===== src/rtl/sum_every_n_pkg.sv =====
// Shared types and helpers for the sum_every_n streaming group accumulator.
//   sen_state_t : group controller state (IDLE = no open group, ACC = group open)
//   clamp_n     : maps a requested group size onto 1..max_n
//   sen_ow      : output sum width that cannot overflow for a full group
package sum_every_n_pkg;

  typedef enum logic {
    ST_IDLE = 1'b0,
    ST_ACC  = 1'b1
  } sen_state_t;

  // 0 is treated as 1 and anything above max_n saturates to max_n.
  function automatic int unsigned clamp_n(input int unsigned n, input int unsigned max_n);
    if (n == 0)
      return 1;
    else if (n > max_n)
      return max_n;
    else
      return n;
  endfunction

  function automatic int unsigned sen_ow(input int unsigned iw, input int unsigned max_n);
    return iw + $clog2(max_n);
  endfunction

endpackage


===== src/rtl/sen_group_ctrl.sv =====
// Group controller for sum_every_n: tracks samples in the open group, latches
// the effective group size at the first sample, and decodes completion/flush.
//   clk, rst       : clock, asynchronous active-low reset
//   i_n            : requested group size (used only at the first sample)
//   i_dval         : input sample valid
//   i_flush        : close the open group early
//   acc_load       : accumulator starts a new group with this sample
//   acc_add        : accumulator adds this sample to the open group
//   emit           : a group closes this cycle (sum includes this cycle's sample)
//   partial        : closing group holds fewer samples than its group size
//   emit_cnt       : sample count of the closing group
module sen_group_ctrl
  import sum_every_n_pkg::*;
#(
  parameter int unsigned MAX_N = 8,
  parameter int unsigned CW    = $clog2(MAX_N + 1)
) (
  input  logic          clk,
  input  logic          rst,
  input  logic [CW-1:0] i_n,
  input  logic          i_dval,
  input  logic          i_flush,
  output logic          acc_load,
  output logic          acc_add,
  output logic          emit,
  output logic          partial,
  output logic [CW-1:0] emit_cnt
);

  sen_state_t    state, state_nxt;
  logic [CW-1:0] count, count_nxt;
  logic [CW-1:0] n_eff, n_eff_nxt;
  logic [CW-1:0] n_sel;
  logic [CW-1:0] cnt_inc;

  assign n_sel   = CW'(clamp_n(32'(i_n), MAX_N));
  assign cnt_inc = count + CW'(1);

  always_ff @(posedge clk or negedge rst) begin
    if (!rst) begin
      state <= ST_IDLE;
      count <= '0;
      n_eff <= '0;
    end else begin
      state <= state_nxt;
      count <= count_nxt;
      n_eff <= n_eff_nxt;
    end
  end

  always_comb begin
    state_nxt = state;
    count_nxt = count;
    n_eff_nxt = n_eff;
    acc_load  = 1'b0;
    acc_add   = 1'b0;
    emit      = 1'b0;
    partial   = 1'b0;
    emit_cnt  = count;
    case (state)
      ST_IDLE: begin
        if (i_dval) begin
          acc_load  = 1'b1;
          n_eff_nxt = n_sel;
          emit_cnt  = CW'(1);
          // A one-sample group (n_eff==1 or flushed immediately) never enters ACC.
          if (n_sel == CW'(1) || i_flush) begin
            emit    = 1'b1;
            partial = (n_sel != CW'(1));
          end else begin
            state_nxt = ST_ACC;
            count_nxt = CW'(1);
          end
        end
      end
      ST_ACC: begin
        if (i_dval) begin
          acc_add  = 1'b1;
          emit_cnt = cnt_inc;
          if (cnt_inc == n_eff || i_flush) begin
            emit      = 1'b1;
            partial   = (cnt_inc < n_eff);
            state_nxt = ST_IDLE;
            count_nxt = '0;
          end else begin
            count_nxt = cnt_inc;
          end
        end else if (i_flush) begin
          emit      = 1'b1;
          partial   = 1'b1;
          state_nxt = ST_IDLE;
          count_nxt = '0;
        end
      end
      default: begin
        state_nxt = ST_IDLE;
        count_nxt = '0;
      end
    endcase
  end

endmodule


===== src/rtl/sum_every_n.sv =====
// Streaming accumulator emitting one sum per group of a run-time selectable
// number of samples (1..MAX_N), with early flush and per-group sample count.
//   clk, rst   : clock, asynchronous active-low reset
//   i_n        : requested group size, sampled at the first sample of a group
//   i_dval, i  : input sample valid / sample
//   i_flush    : close the open group early
//   o_dval     : one-cycle pulse, group result valid
//   o          : group sum (sign- or zero-extended per SIGNED)
//   o_cnt      : samples in the emitted group
//   o_partial  : group was closed by flush before reaching its size
module sum_every_n
  import sum_every_n_pkg::*;
#(
  parameter int unsigned IW     = 8,
  parameter int unsigned MAX_N  = 8,
  parameter int unsigned SIGNED = 0,
  parameter int unsigned CW     = $clog2(MAX_N + 1),
  parameter int unsigned OW     = sen_ow(IW, MAX_N)
) (
  input  logic          clk,
  input  logic          rst,
  input  logic [CW-1:0] i_n,
  input  logic          i_dval,
  input  logic [IW-1:0] i,
  input  logic          i_flush,
  output logic          o_dval,
  output logic [OW-1:0] o,
  output logic [CW-1:0] o_cnt,
  output logic          o_partial
);

  logic          acc_load, acc_add, emit, partial;
  logic [CW-1:0] emit_cnt;
  logic [OW-1:0] ext_i;
  logic [OW-1:0] acc, acc_nxt;

  sen_group_ctrl #(
    .MAX_N (MAX_N),
    .CW    (CW)
  ) u_ctrl (
    .clk      (clk),
    .rst      (rst),
    .i_n      (i_n),
    .i_dval   (i_dval),
    .i_flush  (i_flush),
    .acc_load (acc_load),
    .acc_add  (acc_add),
    .emit     (emit),
    .partial  (partial),
    .emit_cnt (emit_cnt)
  );

  always_comb begin
    ext_i = (SIGNED != 0) ? OW'($signed(i)) : OW'(i);
  end

  // acc_nxt already includes this cycle's sample, so the emitted sum is taken
  // from it directly rather than from acc a cycle later.
  always_comb begin
    acc_nxt = acc;
    if (acc_load)
      acc_nxt = ext_i;
    else if (acc_add)
      acc_nxt = acc + ext_i;
  end

  always_ff @(posedge clk or negedge rst) begin
    if (!rst) begin
      acc       <= '0;
      o_dval    <= 1'b0;
      o         <= '0;
      o_cnt     <= '0;
      o_partial <= 1'b0;
    end else begin
      acc    <= acc_nxt;
      o_dval <= emit;
      if (emit) begin
        o         <= acc_nxt;
        o_cnt     <= emit_cnt;
        o_partial <= partial;
      end
    end
  end

endmodule

===== config.mk =====
export PLATFORM = sky130hd
export DESIGN_NAME = sum_every_n
export DESIGN_NICKNAME = d
export VERILOG_FILES = /design/src/rtl/sum_every_n_pkg.sv /design/src/rtl/sen_group_ctrl.sv /design/src/rtl/sum_every_n.sv
export SDC_FILE = /design/constraint.sdc
export NUM_CORES = 1
export LEC_CHECK = 0
export BUFFER_PORTS_ARGS = -buffer_cell sky130_fd_sc_hd__buf_2
export CAP_MARGIN = 10
export CELL_PAD_IN_SITES_DETAIL_PLACEMENT = 1
export CELL_PAD_IN_SITES_GLOBAL_PLACEMENT = 1
export CORE_UTILIZATION = 47
export CTS_CLUSTER_DIAMETER = 100
export DETAILED_ROUTE_END_ITERATION = 12
export HOLD_SLACK_MARGIN = 0.06
export MAX_ROUTING_LAYER = met4
export PLACE_DENSITY_LB_ADDON = 0.1
export SLEW_MARGIN = 25
export SYNTH_ARGS = -nofsm -noshare
export SYNTH_HDL_FRONTEND = slang
export SYNTH_SLANG_ARGS = --single-unit

===== constraint.sdc =====
create_clock -name clk -period 4.63 [get_ports clk]
set_input_delay 0.463 -clock clk [delete_from_list [all_inputs] [get_ports clk]]
set_output_delay 0.463 -clock clk [all_outputs]
set_load 0.005 [all_outputs]

### Word-level counts from Yosys, hierarchy flattened

Cells that the tools add are included.

* register bits after elaboration: 37
* input port bits: 16
* output and inout bits: 17
* word-level logic and storage cells: 57

* $add $sub $neg: 2
* $lt $le $gt $ge: 2
* eq/ne operators: 6
* mux-type cells: 33
* bitwise operators: 1
* reduce and logical (&&, ||, !) cells: 5

Operator list (count)
* 4-bit 2-to-1 mux: 9
* 11-bit 2-to-1 mux: 2
* 1-bit 2-to-1 mux: 17
* 4-bit case mux with 2 select lines: 2
* 11-bit by 8-bit adder with 11-bit output: 1
* 1-bit case mux with 2 select lines: 3
* 4-bit by 1-bit adder with 4-bit output (second input constant): 1
* 4-bit by 1-bit == test with 1-bit output (second input constant): 1
* 4-bit == test: 1
* 4-bit > comparator (second input constant): 1
* 4-bit zero test: 1
* 4-bit less-than comparator: 1
* 2-bit inequality test (second input constant): 2
* 4-bit by 1-bit inequality test with 1-bit output (second input constant): 1
* 3-bit inequality test (second input constant): 1
* 3-bit AND reduction: 1
* 1-bit logical OR: 2
* 2-bit AND reduction: 1
* 1-bit inverter: 1

### Longest topological paths before layout

* word-level depth: 8
* gate-level depth with buffers: 9
* depth with buffers taken out: 9

### Cells and area by module

Synthesis repeated with hierarchy kept, for this count alone.

* cell total of the unflattened synthesis: 228
* area total of the unflattened synthesis: 2197.1 um^2

By module, submodules not included
* sum_every_n: times used 1, cells each 152, area an instance 1505.2 um^2, seq. area each 700.7 um^2
* sen_group_ctrl: times used 1, cells each 76, area an instance 691.9 um^2, seq. area each 225.2 um^2

### Worst setup path before layout

Ideal clock, no wire load.

* kind: register to register
* from: register u_ctrl.count[0]
* to: register o[0]
* library setup time: 0.128 ns
* data arrival time: 2.019 ns
* data required time: 4.502 ns
* path slack: 2.484 ns
* stages on the path, launching flop included: 9
* buffers on the path: 0
* period minus slack after synthesis: 2.146 ns
* path through: dfrtp_1 -> ha_1 -> xor2_1 -> ha_1 -> a41oi_4 -> nand2_1 -> o221ai_2 -> inv_2 -> mux2_1

* word-level cells in the longest chain between the ends: 6

Ends and longest elaborated chain
* from (decl): line sen_group_ctrl.sv:31 `logic [CW-1:0] count, count_nxt;`
* from (signal assigned): line sen_group_ctrl.sv:46 `count <= count_nxt;`
* 4-bit by 1-bit adder with 4-bit output: line sen_group_ctrl.sv:37 `assign cnt_inc = count + CW'(1);`
* 4-bit == test: line sen_group_ctrl.sv:80 `if (cnt_inc == n_eff || i_flush) begin`
* 1-bit logical OR: line sen_group_ctrl.sv:80
* 1-bit 2-to-1 mux: line sen_group_ctrl.sv:80
* 1-bit 2-to-1 mux: line sen_group_ctrl.sv:77 `if (i_dval) begin`
* 1-bit case mux with 2 select lines: line sen_group_ctrl.sv:60 `case (state)`
* named net emit: line sum_every_n.sv:32 `logic acc_load, acc_add, emit, partial;`
* to (signal assigned): line sum_every_n.sv:78 `o <= acc_nxt;`
* to (decl): line sum_every_n.sv:27 `output logic [OW-1:0] o,`

The timed path passes the listed nets, and every way through them passes these cells.
A chain may end at the register's enable or synchronous reset.

### Worst setup path after layout

Same ends and word-level chain as after synthesis.

==> results.toml <==
[status]
outcome = "finished, final reports clean"

[worst_setup_path]
path_max_fanout = 21
worst_setup_path_end_kind = "flip-flop"
cp-start-kind = "flip-flop"
critPathRequiredTime_ps = 4810
critPathLaunch = "u_ctrl.count[0]"
r2r_cells = 8
cp.arrival_ps = 2990
worstSetupPathType = "reg2reg"
r2r-start = "u_ctrl.count[0]"

[detailed_routing]
avgRoutedWirePerCell_um = 17.0
wl_met2_um = 2490
wl_met1_um = 2590
firstDrtPassIters = 6
wl_met3_um = 155
top_layer = "met4"
route.detailed.drc = 0
ant_nets = 0
wirelength_um = 5320
dr_total_vias = 1790
viasPerCell = 5.74
drt_iter0_drc = 62

[finish]
mostFrequentLayoutCells = "dfrtp_1 (37), buf_2 (32), nand2_1 (31), nor2_1 (19), ha_1 (14)"
final_common_cell = "dfrtp_1"
ff_latch_area_um2 = 926
final_layout_size_suffix_gt1_frac = 0.223
fill_cells = 534
antenna_cells = 0
nets = 290
multi_input_area_um2 = 1210
utilization = 0.560
area_growth_pct = 12.1

[logic_synthesis]
async_flop_share = 1.00
yosysWarnings = 0
synth_seq_area_share = 0.415
synth_edf_count = 0
synthSimpleGateAreaFrac = 0.161
synth_adder_area_share = 0.0874
netlist_area_um2 = 2230
muxShareOfSynthArea = 0.0286
synth_xor_area_frac = 0.0235
syn-num-nets = 260
synth_compound_area_frac = 0.240
synth_top_family_by_area = "compound AO/OA/AOI/OAI gates"
netlist_instances = 229
postSynthAreaPerCell_um2 = 9.75
synth_flop_cell = "dfrtp_1"
ys_types = 56
ys_ff_latch = 37

[clock_network]
post_cts_resized = 0
post-cts-setup-buffers = 0
h-tree-depth = 2
cts_root_buffer = "clkbuf_8"
cts_tree = "yes"
clockBufferDepth = 2
cts_sinks = 37
clkTransAtPathRegs_ps = 80
clock_latency_ps = 300
holdBufCountCts = 0
numCtsBuffers = 5

[timing]
worst_slew_pin_slew_ps = 993
finalCriticalPeriod_ps = 2800
setup_viol = 0
max_slew_margin = 0.338
period_share = 0.605
rsz0062_at_grt = "false"
timing.hold.ws_ps = 261
drv_slew = 0
setup-tns-final_ps = 0
hold_viol_final = 0
clock_skew_ps = 8.26
max_freq_ghz = 0.357

[grt]
antenna_found_initial = 0
grt_max_degree = 38
grt_pass1_vias = 1877
grt_use_total = 0.245
globalRouteOverflowTotal = 0
grt_first_pass_wirelength_um = 9290

[floorplanning]
core-area_um2 = 4470
die_area_um2 = 5030
fp.dieH_um = 70.9
rows = 24
start_util = 0.499
ios = 33
die_x_um = 70.9

[power_and_ir_drop]
power_density_nw_per_um2 = 536
vdd_ir_drop_max_mv = 0.203
leakagePower_nw = 1.18

[place]
place_congestion = 0.796
portBuffers = 32
dpl.hpwl_um = 3850

[min_path]
hold_path.class = "in2async"

[run]
maxCapViolCount = 0
## final cells by class
type                    count  share of cell area
multi-input cells         171               0.482
flip-flops and latches     37               0.370
repair buffers             32              0.0640
clock buffers               7              0.0385
well taps                  52              0.0260
inverters                  12              0.0180
clock inverters             1             0.00200
## registers in the layout, summed over array words and instances (netlist names)
signal / count
u_ctrl.count: 4
u_ctrl.n_eff: 4
acc: 11
o_dval: 1
o_cnt: 4
u_ctrl.state: 1
o: 11
o_partial: 1
## report_power, final
| part | internal [mW] | switching (mW) |
|---|---|---|
| Clock | 0.135 | 0.121 |
| Sequential | 0.425 | 0.0922 |
| Combinational | 0.256 | 0.313 |
## logic make-up after synthesis
group           after synthesis
flops                        37
xor+xnor                      6
fa+ha+maj                    15
mux                           6
buf+inv                      21
simple gates                 76
compound gates               68
## synth_stat cells (all sizes together), types with 2 or more instances
cell type	number	share of area
o22ai	2	0.0056
nand2	31	0.052
xnor2	4	0.016
o221ai	2	0.011
buf	8	0.024
dfrtp	37	0.41
a22oi	6	0.020
ha	14	0.078
and2	2	0.0067
a32o	2	0.0090
a21o	6	0.021
nand4	4	0.011
o21ai	16	0.038
or3	2	0.0056
o31ai	4	0.013
nand2b	7	0.020
mux2i	3	0.013
inv	12	0.020
nor2	19	0.032
nand3	4	0.0090
mux2	3	0.015
nor2b	4	0.015
a211o	2	0.0078
o311ai	2	0.015
o21a	3	0.010
a21oi	11	0.030
xor2	2	0.0078
## critical path, stage by stage (launching register included)
cell	delay [ps]
dfrtp_1	460
ha_1	270
xor2_1	180
ha_1	330
a41oi_4	330
nand2_1	150
o221ai_2	410
inv_2	200
mux2_1	370
## stage by stage
step                      worst slack [ps]  total power, mW  area (µm²)  std cells
after floorplan                       2480            0.921        2230        229
after global placement                1940             1.07        2400        304
after detailed placement              1830             1.09        2400        304
after CTS                             1820             1.35        2500        312
after global routing                  1660             1.45        2500        312
final                                 1830             1.34        2500        312
## final timing paths
path                                        end  slack [ps]
worst max-delay path                       o[0]        1830
worst min-delay path                     acc[4]         260
worst max register to register             o[0]        1830
worst min register to register             o[4]         480
max in group asynchronous                 o[10]        3830
min in group clk                u_ctrl.n_eff[0]         410
## metal layers
layer  global-route usage  vias to the layer above
met5                    -                        -
met4               0.0667                        0
met3               0.0442                       10
met2                0.376                       34
met1                0.335                      861
li1                     -                      885
Note: power is estimated with default switching activity, not from simulation.
